### src/rtl/pool_buf_arbiter.sv
// Shares the pooled-feature-map RAM port between the pool engine and the next-layer conv reader,
// and hands buffer ownership back and forth between FILL and DRAIN.
module pool_buf_arbiter #(
  parameter int unsigned DATA_WIDTH      = 16,
  parameter int unsigned POOL_ADDR_WIDTH = 10,
  parameter int unsigned RD_LATENCY      = 2,
  parameter int unsigned EXPECTED_WRITES = 144,
  parameter int unsigned WCNT_WIDTH      = 12
) (
  input  logic                       clk,
  input  logic                       reset,
  input  logic                       conv_done,
  input  logic                       pool_rden,
  input  logic                       pool_wren,
  input  logic [POOL_ADDR_WIDTH-1:0] pool_addr,
  input  logic [DATA_WIDTH-1:0]      pool_data,
  output logic [DATA_WIDTH-1:0]      pool_q,
  input  logic                       rd_req,
  input  logic [POOL_ADDR_WIDTH-1:0] rd_addr,
  output logic                       rd_gnt,
  output logic                       rd_valid,
  output logic [DATA_WIDTH-1:0]      rd_data,
  output logic                       buf_ready,
  input  logic                       buf_release,
  output logic                       err_overrun,
  output logic                       err_short,
  output logic                       ram_rden,
  output logic                       ram_wren,
  output logic [POOL_ADDR_WIDTH-1:0] ram_addr,
  output logic [DATA_WIDTH-1:0]      ram_data,
  input  logic [DATA_WIDTH-1:0]      ram_q
);

  localparam logic [WCNT_WIDTH-1:0] ExpWrites = WCNT_WIDTH'(EXPECTED_WRITES);

  typedef enum logic [0:0] {StFill, StDrain} state_e;

  state_e                  state_q, state_d;
  logic                    conv_done_dl_q;
  logic                    fend;
  logic [WCNT_WIDTH-1:0]   wcnt_q, wcnt_d;
  logic                    err_overrun_q, err_overrun_d;
  logic                    err_short_q, err_short_d;
  logic                    pool_act;
  logic [RD_LATENCY-1:0]   cons_pipe_q, pool_pipe_q;
  logic [RD_LATENCY:0]     cons_tag, pool_tag;
  logic [DATA_WIDTH-1:0]   rd_data_q;

  assign fend     = ~conv_done & conv_done_dl_q;
  assign pool_act = pool_rden | pool_wren;

  assign buf_ready   = (state_q == StDrain);
  assign rd_gnt      = buf_ready & rd_req & ~pool_act;
  assign err_overrun = err_overrun_q;
  assign err_short   = err_short_q;
  assign pool_q      = ram_q;

  always_comb begin
    state_d       = state_q;
    wcnt_d        = wcnt_q;
    err_overrun_d = err_overrun_q;
    err_short_d   = err_short_q;
    unique case (state_q)
      StFill: begin
        if (fend) begin
          state_d = StDrain;
          wcnt_d  = '0;
          if (wcnt_q != ExpWrites) err_short_d = 1'b1;
        end else if (pool_wren && (wcnt_q != '1)) begin
          wcnt_d = wcnt_q + WCNT_WIDTH'(1);
        end
      end
      StDrain: begin
        if (pool_act || fend) err_overrun_d = 1'b1;
        if (buf_release) state_d = StFill;
      end
      default: state_d = StFill;
    endcase
  end

  always_ff @(posedge clk or posedge reset) begin
    if (reset) begin
      state_q        <= StFill;
      wcnt_q         <= '0;
      conv_done_dl_q <= 1'b0;
      err_overrun_q  <= 1'b0;
      err_short_q    <= 1'b0;
    end else begin
      state_q        <= state_d;
      wcnt_q         <= wcnt_d;
      conv_done_dl_q <= conv_done;
      err_overrun_q  <= err_overrun_d;
      err_short_q    <= err_short_d;
    end
  end

  // Pool traffic always takes the port; the consumer only gets it on an idle pool cycle.
  always_comb begin
    ram_rden = 1'b0;
    ram_wren = 1'b0;
    ram_addr = '0;
    ram_data = '0;
    if (pool_act) begin
      ram_rden = pool_rden;
      ram_wren = pool_wren;
      ram_addr = pool_addr;
      ram_data = pool_data;
    end else if (rd_gnt) begin
      ram_rden = 1'b1;
      ram_addr = rd_addr;
    end
  end

  // Tag index k is the read issued k cycles ago; the RAM word for it is captured one
  // stage before the top so rd_valid and rd_data leave registered together.
  assign cons_tag = {cons_pipe_q, rd_gnt};
  assign pool_tag = {pool_pipe_q, pool_rden};
  assign rd_valid = cons_tag[RD_LATENCY] & ~pool_tag[RD_LATENCY];
  assign rd_data  = rd_data_q;

  always_ff @(posedge clk or posedge reset) begin
    if (reset) begin
      cons_pipe_q <= '0;
      pool_pipe_q <= '0;
      rd_data_q   <= '0;
    end else begin
      cons_pipe_q <= cons_tag[RD_LATENCY-1:0];
      pool_pipe_q <= pool_tag[RD_LATENCY-1:0];
      if (cons_tag[RD_LATENCY-1] && !pool_tag[RD_LATENCY-1]) rd_data_q <= ram_q;
    end
  end

endmodule

### config.mk
export PLATFORM = sky130hd
export DESIGN_NAME = pool_buf_arbiter
export DESIGN_NICKNAME = d
export VERILOG_FILES = /design/src/rtl/pool_buf_arbiter.sv
export SDC_FILE = /design/constraint.sdc
export NUM_CORES = 1
export LEC_CHECK = 0
export ABC_CLOCK_PERIOD_IN_PS = 1430
export CAP_MARGIN = 20
export CORE_AREA = 4 4 82 84
export CTS_BUF_LIST = sky130_fd_sc_hd__clkbuf_4 sky130_fd_sc_hd__clkbuf_8 sky130_fd_sc_hd__clkbuf_16
export CTS_CLUSTER_SIZE = 14
export DETAILED_ROUTE_END_ITERATION = 10
export DIE_AREA = 0 0 86 88
export PLACE_DENSITY = 0.76
export SLEW_MARGIN = 20
export SYNTH_ARGS = -nofsm -noshare
export SYNTH_HDL_FRONTEND = slang
export SYNTH_SLANG_ARGS = --single-unit
### constraint.sdc
create_clock -name clk -period 1.43 [get_ports clk]
set_input_delay 0.286 -clock clk [delete_from_list [all_inputs] [get_ports clk]]
set_output_delay 0.286 -clock clk [all_outputs]
set_load 0.01 [all_outputs]
**Word level (Yosys, flattened, before mapping)**

Cells that the tools add are included.

- Add/subtract/negate cells: 1
- Multipliers: 0
- Divide/modulo/power cells: 0
- Order comparisons: 0
- Eq/ne operators: 2
- Shifts and indexed selects: 0
- Mux-type cells: 11
- Bitwise logic cells: 9
- Reductions and logical operators: 8

Operator list:

| kind | count |
|---|---|
| 12-bit 2-to-1 mux | 2 |
| 10-bit 2-to-1 mux | 2 |
| 16-bit 2-to-1 mux | 1 |
| 12-bit by 1-bit adder with 12-bit output, second input constant | 1 |
| 12-bit != test, second input constant | 1 |
| 12-bit by 8-bit != test with 1-bit output, second input constant | 1 |
| 1-bit 2-to-1 mux | 5 |
| 1-bit AND | 4 |
| 1-bit inverter | 4 |
| 2-bit AND reduction | 2 |
| 3-bit AND reduction | 1 |
| 1-bit logical AND | 2 |
| 1-bit one-hot mux with 2 select lines | 1 |
| 2-bit nonzero test | 1 |
| 1-bit zero test | 1 |
| 1-bit logical OR | 1 |
| 1-bit OR | 1 |

- Bits in registers: 36
- Bits in latches: 0
- RAM bits: 0
- Bits in read-only memories: 0
- Bits of input ports: 59
- Word-level logic and storage cells: 39
- Memories: 0

**Logic depth before layout (Yosys ltp)**

Gate-level depths: netlist of the first run.

- Depth in word-level cells: 5
- Gate-level depth with buffers: 5

**Worst setup path before layout of the first run**

OpenSTA, ideal clock, no wires.

- Path kind: input to output
- Start point: input port pool_rden
- End point: output port ram_addr[0]
- Arrival time: 1.248 ns
- Path slack: -0.104 ns
- Stages: 5
- Path buffers: 2
- Path through: or2_1 clkbuf_1 nor2_1 buf_2 a22o_1

- Longest elaborated chain between the ends: 5

Ends and longest elaborated chain:

| item | RTL line | source |
|---|---|---|
| start: declaration | 13 | `input logic pool_rden,` |
| 1-bit OR | 50 | `assign pool_act = pool_rden \| pool_wren;` |
| 1-bit inverter | 53 | `assign rd_gnt = buf_ready & rd_req & ~pool_act;` |
| 1-bit AND | 53 |  |
| named net rd_gnt | 20 | `output logic rd_gnt,` |
| 10-bit 2-to-1 mux | 108 | `end else if (rd_gnt) begin` |
| 10-bit 2-to-1 mux | 103 | `if (pool_act) begin` |
| end: declaration | 29 | `output logic [POOL_ADDR_WIDTH-1:0] ram_addr,` |

The timed path passes the listed nets, and every way through them passes these cells.

**Worst setup path after layout of the first run**

- Start point: register wcnt_q[1]
- End point: register wcnt_q[3]

- Longest elaborated chain between the ends: 4
- Elaborated cells on any way between the ends: 7

Ends and longest elaborated chain:

| item | RTL line | source |
|---|---|---|
| start: declaration | 41 | `logic [WCNT_WIDTH-1:0] wcnt_q, wcnt_d;` |
| start signal: assignment | 90 | `wcnt_q <= wcnt_d;` |
| branches (longest 4 deep; another with 12-bit by 1-bit adder with 12-bit output) | - |  |

Parallel ways; which one is timed is not known. The select of a mux whose other input is x is not followed.
A chain may end at the register's enable or synchronous reset.

==> summary.txt, run 1 <==
Global routing
  – Grt ovf: 0
  – First-pass GRT wire length: 10.1 mm
  – Vias in the first global route: 2080
  – GRT Overall Usage: 17.2%
  – Largest net degree at the start of global routing: 37
  – Antenna violations before repair: 0

Critical path
  – Worst setup path end: wcnt_q[3]
  – Critical path class: reg -> reg
  – CP Max Fanout: 4
  – Beginning of the critical path: wcnt_q[1]
  – R2R Path End: wcnt_q[3]
  – Reg-to-reg critical path startpoint: wcnt_q[1]
  – Worst reg-to-reg setup slack: -0.23 ns
  – Startpoint Class: flip-flop
  – Required @ worst endpoint: 1.61 ns
  – Arrival @ worst endpoint: 1.84 ns
  – Cells on worst reg2reg path: 6
  – Worst Setup End Kind: flip-flop

Clocking
  – Sinks on Clock Net: 36
  – CTS tree: yes
  – Clock latency on the worst-skew pair: 0.30 ns
  – Clock slew at reported path FFs: 0.08 ns
  – Num CTS Buffers: 5
  – Cts hold-fix bufs: 0
  – Clk root buf: clkbuf_8
  – Bufs on Longest Clock Path: 2
  – H-tree depth: 2

Final layout
  – Layout area overhead: 95.3%
  – Multi-input gate area: 0.00106 mm^2
  – Diode count: 0
  – Share of cells above drive strength 1: 43.4%
  – Storage cell area: 901 um^2
  – Non-Filler Cell Area, Final: 0.00382 mm^2
  – # nets final: 403
  – Fillers: 460

Timing
  – Final min period: 1.66 ns
  – Period utilisation layout: 116%
  – Setup ws final: -0.232 ns
  – RSZ-0062 raised after global routing: yes
  – # setup viols final: 25
  – Layout Skew: 0.00732 ns
  – Slew headroom: 79.6%
  – Worst slew pin tran: 0.306 ns
  – Fmax: 602 MHz
  – Worst hold slack: 0.103 ns
  – Final hold vios: 0
  – Final slew viol count: 0

Logic synthesis
  – Register bit total from synthesis: 36
  – Seq/Total Area, Yosys: 46.1%
  – Area of the mapped netlist: 0.00195 mm^2
  – Warnings, synthesis: 0
  – EDFF count, synth: 0
  – Most frequent cell after synthesis: dfrtp_1
  – Yosys cell types: 40
  – Synth Instances: 188
  – Primary FF master, synth: dfrtp_1
  – Post-synth top area share: 46.1%
  – Async set or reset register ratio after synthesis: 100%
  – Top post-synthesis cells by area: dfrtp_1 46%, mux2_2 9.2%, buf_4 6.1%
  – List of most frequent post-synthesis cells: 36 x dfrtp_1, 16 x and2_1, 16 x buf_4, 16 x mux2_2, 11 x nand2_1
  – Syn Area/Cell: 10.4 um^2
  – Largest area contributor in the netlist: dfrtp_1
  – Nets in the synthesized netlist: 249

Floorplanning
  – Initial core utilization: 33.0%
  – # IOs: 124
  – Die Y: 88 um
  – Die area: 0.00757 mm^2
  – # rows: 28
  – Chip width: 86 um
  – Area of the core: 0.00592 mm^2

Place
  – Gpl congestion: 0.870
  – Area post-placement: 0.00336 mm^2
  – Quantity of I/O buffers inserted on ports: 123
  – HPWL after DPL: 4.41 mm

Drt
  – Via count: 2063
  – Final Routed Wirelength: 7.02 mm
  – Via-to-Cell Ratio: 4.94
  – 1st-iter DRT viols: 50
  – DRT antenna net count: 0
  – First-pass DRT Iterations: 4
  – DR WL/cell: 16.8 um
  – Residual DRC count: 0

Run
  – Max_cap viols: 0

Outcome
  – Status: complete, but fails checks
  – Failing checks: setup timing

Power and ir drop
  – Leakage: 1.82 nW
  – Total power: 3.62 mW
  – Power Dens Cells: 947 mW/mm^2
  – Maximum VDD drop: 623 uV

Hold path
  – Hold crit path type: in -> reg
[timing repair]
action / in CTS / in global routing
endpoints found under the setup margin: 78 / 42
gates resized for setup: 206 / 31
cloned: 3 / 0
setup buffers: 11 / 7
pin swaps: 14 / 23
[layout make-up]
cell class	count	area share, %
clock buffer	5	1.80
inverter	5	0.557
timing repair buffer	173	42.6
clock inverter	3	1.11
sequential	36	23.6
multi-input combinational	121	27.9
tap	75	2.46
[worst min-delay path by stage]
stage                         from        endpoint  slack (ns)  cells after the start
floorplan                conv_done  conv_done_dl_q        0.32                      0
global placement    cons_pipe_q[0]  cons_pipe_q[1]        0.35                      0
detailed placement  cons_pipe_q[0]  cons_pipe_q[1]        0.36                      0
CTS                      pool_rden  pool_pipe_q[0]         0.1                      1
global route             pool_rden  pool_pipe_q[0]        0.08                      1
finish                   pool_rden  pool_pipe_q[0]        0.10                      1
[state kept, by name, summed over array words and instances, names as in the netlist]
register        cells
rd_data            16
wcnt_q             12
cons_pipe_q         2
pool_pipe_q         2
buf_ready           1
conv_done_dl_q      1
err_overrun         1
err_short           1
[worst max-delay path, stage by stage, from the launching register on]
cell	delay (ns)
dfrtp_1	0.38
ha_2	0.21
nand4_1	0.17
buf_4	0.20
o31ai_4	0.32
or4_4	0.19
nand3_1	0.06
[per-layer routing]
| layer | vias up | share of wire, % | GRT usage (%) |
|---|---|---|---|
| met5 | - | 0 | 0 |
| met4 | 0 | 2.0 | 6.76 |
| met3 | 12 | 8.1 | 3.95 |
| met2 | 98 | 54 | 31.3 |
| met1 | 976 | 36 | 19.5 |
| li1 | 977 | - | - |
[metrics by stage]
stage                     setup slack, ns  instances  TNS, ns  util [%]
after floorplan                   -0.0208        188  -0.0471         -
after global placement             -0.791        389   -27.90      56.7
after detailed placement           -0.816        389   -28.65      56.7
after CTS                          -0.183        411    -2.29      61.5
after global routing               -0.353        418    -5.52      64.5
final                              -0.232        418    -3.31      64.5
[cell families after synthesis]
| family | after synthesis | synth area share (%) |
|---|---|---|
| AO/OA/AOI/OAI | 30 | 11.3 |
| multiplexers | 18 | 10.2 |
| adder cells (fa/ha/maj) | 2 | 1.28 |
| AND/OR/NAND/NOR | 71 | 21.8 |
| buffers and inverters | 31 | 9.28 |
| flip-flops | 36 | 46.1 |
[cell usage in the layout (no fill, tap or decap), types with 3 or more instances in the layout]
cell / Yosys / layout
a22o_1: 10 / 10
and2_4: 0 / 15
buf_16: 0 / 3
buf_2: 4 / 12
buf_4: 16 / 39
buf_6: 0 / 24
clkbuf_8: 0 / 5
clkdlybuf4s50_1: 0 / 56
dfrtp_1: 36 / 36
dlygate4sd2_1: 0 / 36
inv_1: 5 / 4
mux2_2: 16 / 16
nand2_1: 11 / 7
nand3_1: 7 / 5
nand4_1: 4 / 4
nor2_1: 7 / 5
nor2b_1: 3 / 3
o211ai_1: 4 / 4
o21ai_0: 4 / 3
or2_4: 0 / 3
[power by group]
part	total, mW	switching [mW]	internal (mW)
registers	1.35	0.141	1.21
logic	1.35	0.563	0.792
clock network	0.909	0.393	0.516
No activity file was read; power rests on OpenSTA's default activity.
==> run 2: changes to the inputs <==
--- a/config.mk
+++ b/config.mk
@@ -5,14 +5,16 @@
 export SDC_FILE = /design/constraint.sdc
 export NUM_CORES = 1
 export LEC_CHECK = 0
+export ABC_AREA = 1
 export ABC_CLOCK_PERIOD_IN_PS = 1430
 export CAP_MARGIN = 20
-export CORE_AREA = 4 4 82 84
+export CORE_AREA = 4 4 84 86
 export CTS_BUF_LIST = sky130_fd_sc_hd__clkbuf_4 sky130_fd_sc_hd__clkbuf_8 sky130_fd_sc_hd__clkbuf_16
-export CTS_CLUSTER_SIZE = 14
+export CTS_CLUSTER_SIZE = 24
 export DETAILED_ROUTE_END_ITERATION = 10
-export DIE_AREA = 0 0 86 88
-export PLACE_DENSITY = 0.76
+export DIE_AREA = 0 0 88 90
+export PLACE_DENSITY = 0.75
+export RECOVER_POWER = 50
 export SLEW_MARGIN = 20
 export SYNTH_ARGS = -nofsm -noshare
 export SYNTH_HDL_FRONTEND = slang
==> run 2 against run 1 <==
  * The flow still finishes with violations (setup timing)
  * Combinational power fell by 16%
  * Power shrank 8.4%
  * Clock skew shrank 0.0032 ns
  * Critical path type is now in -> reg
  * Critical endpoint is now wcnt_q[6]
==> summary.txt, run 2 <==
Final layout
  – Max reg flops: 16 (unchanged)
  – # nets final: 457 (was 403)
  – Layout Utilization: 56.8% (was 64.5%)
  – Share of cells above drive strength 1: 31.0% (was 43.4%)
  – Fillers: 572 (was 460)
  – Diode count: 0 (unchanged)
  – Commonest cells after routing, fill and taps aside: 54 x clkdlybuf4s50_1, 39 x nand2_1, 36 x dfrtp_1, 36 x dlygate4sd2_1, 35 x inv_1 (was 56 x clkdlybuf4s50_1, 39 x buf_4, 36 x dfrtp_1, 36 x dlygate4sd2_1, 24 x buf_6)
  – Layout area overhead: 72.2% (was 95.3%)
  – Commonest non-fill, non-tap cell in the layout: clkdlybuf4s50_1 (unchanged)

Critical path
  – Startpoint Class: input pin (was flip-flop)
  – R2R Path End: wcnt_q[5] (was wcnt_q[3])
  – Worst Setup End Kind: flip-flop (unchanged)
  – Beginning of the critical path: conv_done (was wcnt_q[1])
  – Reg-to-reg critical path startpoint: wcnt_q[1] (unchanged)
  – Worst setup path end: wcnt_q[6] (was wcnt_q[3])
  – Critical path class: in -> reg (was reg -> reg)
  – Arrival @ worst endpoint: 1.67 ns (was 1.84 ns)
  – Required @ worst endpoint: 1.60 ns (was 1.61 ns)
  – Cells on worst reg2reg path: 8 (was 6)
  – Worst reg-to-reg setup slack: 0.02 ns (was -0.23 ns)
  – CP Max Fanout: 13 (was 4)

Global routing
  – Vias in the first global route: 2259 (was 2080)
  – Antenna violations before repair: 0 (unchanged)
  – Largest net degree at the start of global routing: 37 (unchanged)
  – Grt ovf: 0 (unchanged)
  – First-pass GRT wire length: 9.92 mm (was 10.1 mm)
  – GRT Overall Usage: 15.7% (was 17.2%)

Logic synthesis
  – Syn Area/Cell: 8.03 um^2 (was 10.4 um^2)
  – Synth Instances: 258 (was 188)
  – List of most frequent post-synthesis cells: 57 x nand2_1, 36 x dfrtp_1, 36 x inv_1, 26 x nor2_1, 21 x o21ai_0 (was 36 x dfrtp_1, 16 x and2_1, 16 x buf_4, 16 x mux2_2, 11 x nand2_1)
  – Async set or reset register ratio after synthesis: 100% (unchanged)
  – Warnings, synthesis: 0 (unchanged)
  – Nets in the synthesized netlist: 319 (was 249)
  – Largest area contributor in the netlist: dfrtp_1 (unchanged)
  – Primary FF master, synth: dfrtp_1 (unchanged)
  – Most frequent cell after synthesis: nand2_1 (was dfrtp_1)
  – Top post-synthesis cells by area: dfrtp_1 44%, nand2_1 10%, mux2_2 8.7% (was dfrtp_1 46%, mux2_2 9.2%, buf_4 6.1%)
  – Register bit total from synthesis: 36 (unchanged)
  – Seq/Total Area, Yosys: 43.5% (was 46.1%)
  – EDFF count, synth: 0 (unchanged)
  – Yosys cell types: 24 (was 40)
  – Area of the mapped netlist: 0.00207 mm^2 (was 0.00195 mm^2)
  – Post-synth top area share: 43.5% (was 46.1%)

Timing
  – Period utilisation layout: 105% (was 116%)
  – Fin Setup TNS: -0.675 ns (was -3.31 ns)
  – Final min period: 1.50 ns (was 1.66 ns)
  – Slew headroom: 40.6% (was 79.6%)
  – # setup viols final: 21 (was 25)
  – Final hold vios: 0 (unchanged)
  – Worst slew pin tran: 0.890 ns (was 0.306 ns)
  – Layout Skew: 0.00416 ns (was 0.00732 ns)
  – Setup ws final: -0.0737 ns (was -0.232 ns)
  – RSZ-0062 raised after global routing: yes (unchanged)
  – Final slew viol count: 0 (unchanged)
  – Fmax: 665 MHz (was 602 MHz)

Drt
  – Via-to-Cell Ratio: 4.56 (was 4.94)
  – First-pass DRT Iterations: 4 (unchanged)
  – 1st-iter DRT viols: 66 (was 50)
  – Via count: 2162 (was 2063)
  – DRT antenna net count: 0 (unchanged)
  – DR WL/cell: 13.0 um (was 16.8 um)
  – Final Routed Wirelength: 6.18 mm (was 7.02 mm)
  – Residual DRC count: 0 (unchanged)

Clocking
  – CTS tree: yes (unchanged)
  – H-tree depth: 2 (unchanged)
  – Clock latency on the worst-skew pair: 0.29 ns (was 0.30 ns)
  – Clock slew at reported path FFs: 0.08 ns (about the same)
  – Clk root buf: clkbuf_8 (unchanged)
  – Sinks on Clock Net: 36 (unchanged)
  – Bufs on Longest Clock Path: 2 (unchanged)
  – Cts hold-fix bufs: 0 (unchanged)
  – Num CTS Buffers: 5 (unchanged)

Outcome
  – Status: complete, but fails checks (unchanged)
  – Failing checks: setup timing (unchanged)

Floorplanning
  – Initial core utilization: 33.0% (about the same)
  – Area of the core: 0.00628 mm^2 (was 0.00592 mm^2)
  – Chip width: 88 um (was 86 um)
  – Die Y: 90 um (was 88 um)
  – # IOs: 124 (unchanged)
  – Die area: 0.00792 mm^2 (was 0.00757 mm^2)
  – # rows: 29 (was 28)

Power and ir drop
  – Reg power frac: 38.6% (was 37.4%)
  – Combinational fraction of design power: 34.5% (was 37.5%)
  – Clock network fraction of total power: 26.9% (was 25.1%)
  – Power Dens Cells: 929 mW/mm^2 (was 947 mW/mm^2)
  – Switch share: 29.4% (was 30.3%)
  – Pint: 2.34 mW (was 2.52 mW)
  – Total power: 3.31 mW (was 3.62 mW)
  – Maximum VDD drop: 439 uV (was 623 uV)
  – Switch Pwr: 0.974 mW (was 1.10 mW)
  – Leakage: 1.75 nW (was 1.82 nW)

Place
  – HPWL after DPL: 4.76 mm (was 4.41 mm)
  – Quantity of I/O buffers inserted on ports: 123 (unchanged)
  – Gpl congestion: 0.804 (was 0.870)

Run
  – Max_cap viols: 0 (unchanged)

Hold path
  – Hold crit path type: reg -> reg (was in -> reg)
[run 2: how the worst min path moves through the flow]
| stage | start | endpoint | cells after the start |
|---|---|---|---|
| finish | cons_pipe_q[0] | cons_pipe_q[1] | 0 |
| global route | pool_pipe_q[0] | pool_pipe_q[1] | 0 |
| CTS | reset | rd_data[14] | 3 |
| detailed placement | pool_pipe_q[0] | pool_pipe_q[1] | 0 |
| global placement | cons_pipe_q[0] | cons_pipe_q[1] | 0 |
| floorplan | conv_done | conv_done_dl_q | 0 |
[run 2: worst max-delay path, cell delays in order]
cell	delay [ns]
dlygate4sd3_1	0.54
or2_2	0.33
nor2_2	0.17
a21oi_4	0.06
buf_12	0.15
nand2_1	0.05
o21ai_0	0.07
[run 2: what timing repair did]
action	CTS	global route
gates cloned	0	1
pin swaps	3	6
buffers inserted	2	1
setup endpoints to repair	77	39
resized for setup	133	60
[run 2: layer usage]
metal	up-vias	routed length (um)	share of wire, %	track usage, %
met4	0	67	1.1	5.12
met5	-	0	0	0
met3	4	608	9.8	5.76
li1	1078	-	-	-
met1	989	2140	35	15.3
met2	91	3360	54	29.7
[run 2: layout make-up]
class,instances,area [um^2],share of cell area [%]
multi-input combinational,161,956,26.8
sequential,36,901,25.3
clock inverter,3,42.5,1.19
inverter,37,141,3.96
clock buffer,5,68.8,1.93
tap,77,96.3,2.70
timing repair buffer,155,1360,38.1
[run 2: kinds of logic after synthesis]
family / Yosys count / share of synthesized area [%]
simple gates: 118 / 25.3
buf+inv: 61 / 14.4
mux: 16 / 8.70
flops: 36 / 43.5
fa+ha+maj: 2 / 1.21
compound gates: 24 / 6.47
xor+xnor: 1 / 0.423
[run 2: power groups by stage]
stage | Sequential (mW) | Clock, mW | Combinational, mW
2_1_floorplan | 1.38 | 0 | 0.420
3_3_place_gp | 1.29 | 0 | 1.22
3_5_place_dp | 1.30 | 0 | 1.24
4_1_cts | 1.28 | 0.917 | 1.13
5_1_grt | 1.30 | 0.977 | 1.25
6_report | 1.28 | 0.890 | 1.14
[run 2: per-stage QoR]
stage / cells / cell area (um^2) / worst slack (ns) / hold WS [ns]
final: 474 / 3570 / -0.0737 / 0.379
after global routing: 474 / 3570 / -0.130 / 0.394
after CTS: 472 / 3520 / -0.0756 / 0.357
after detailed placement: 462 / 3480 / -0.797 / 0.361
after global placement: 462 / 3480 / -0.739 / 0.356
after floorplan: 258 / 2070 / 0.0133 / 0.317
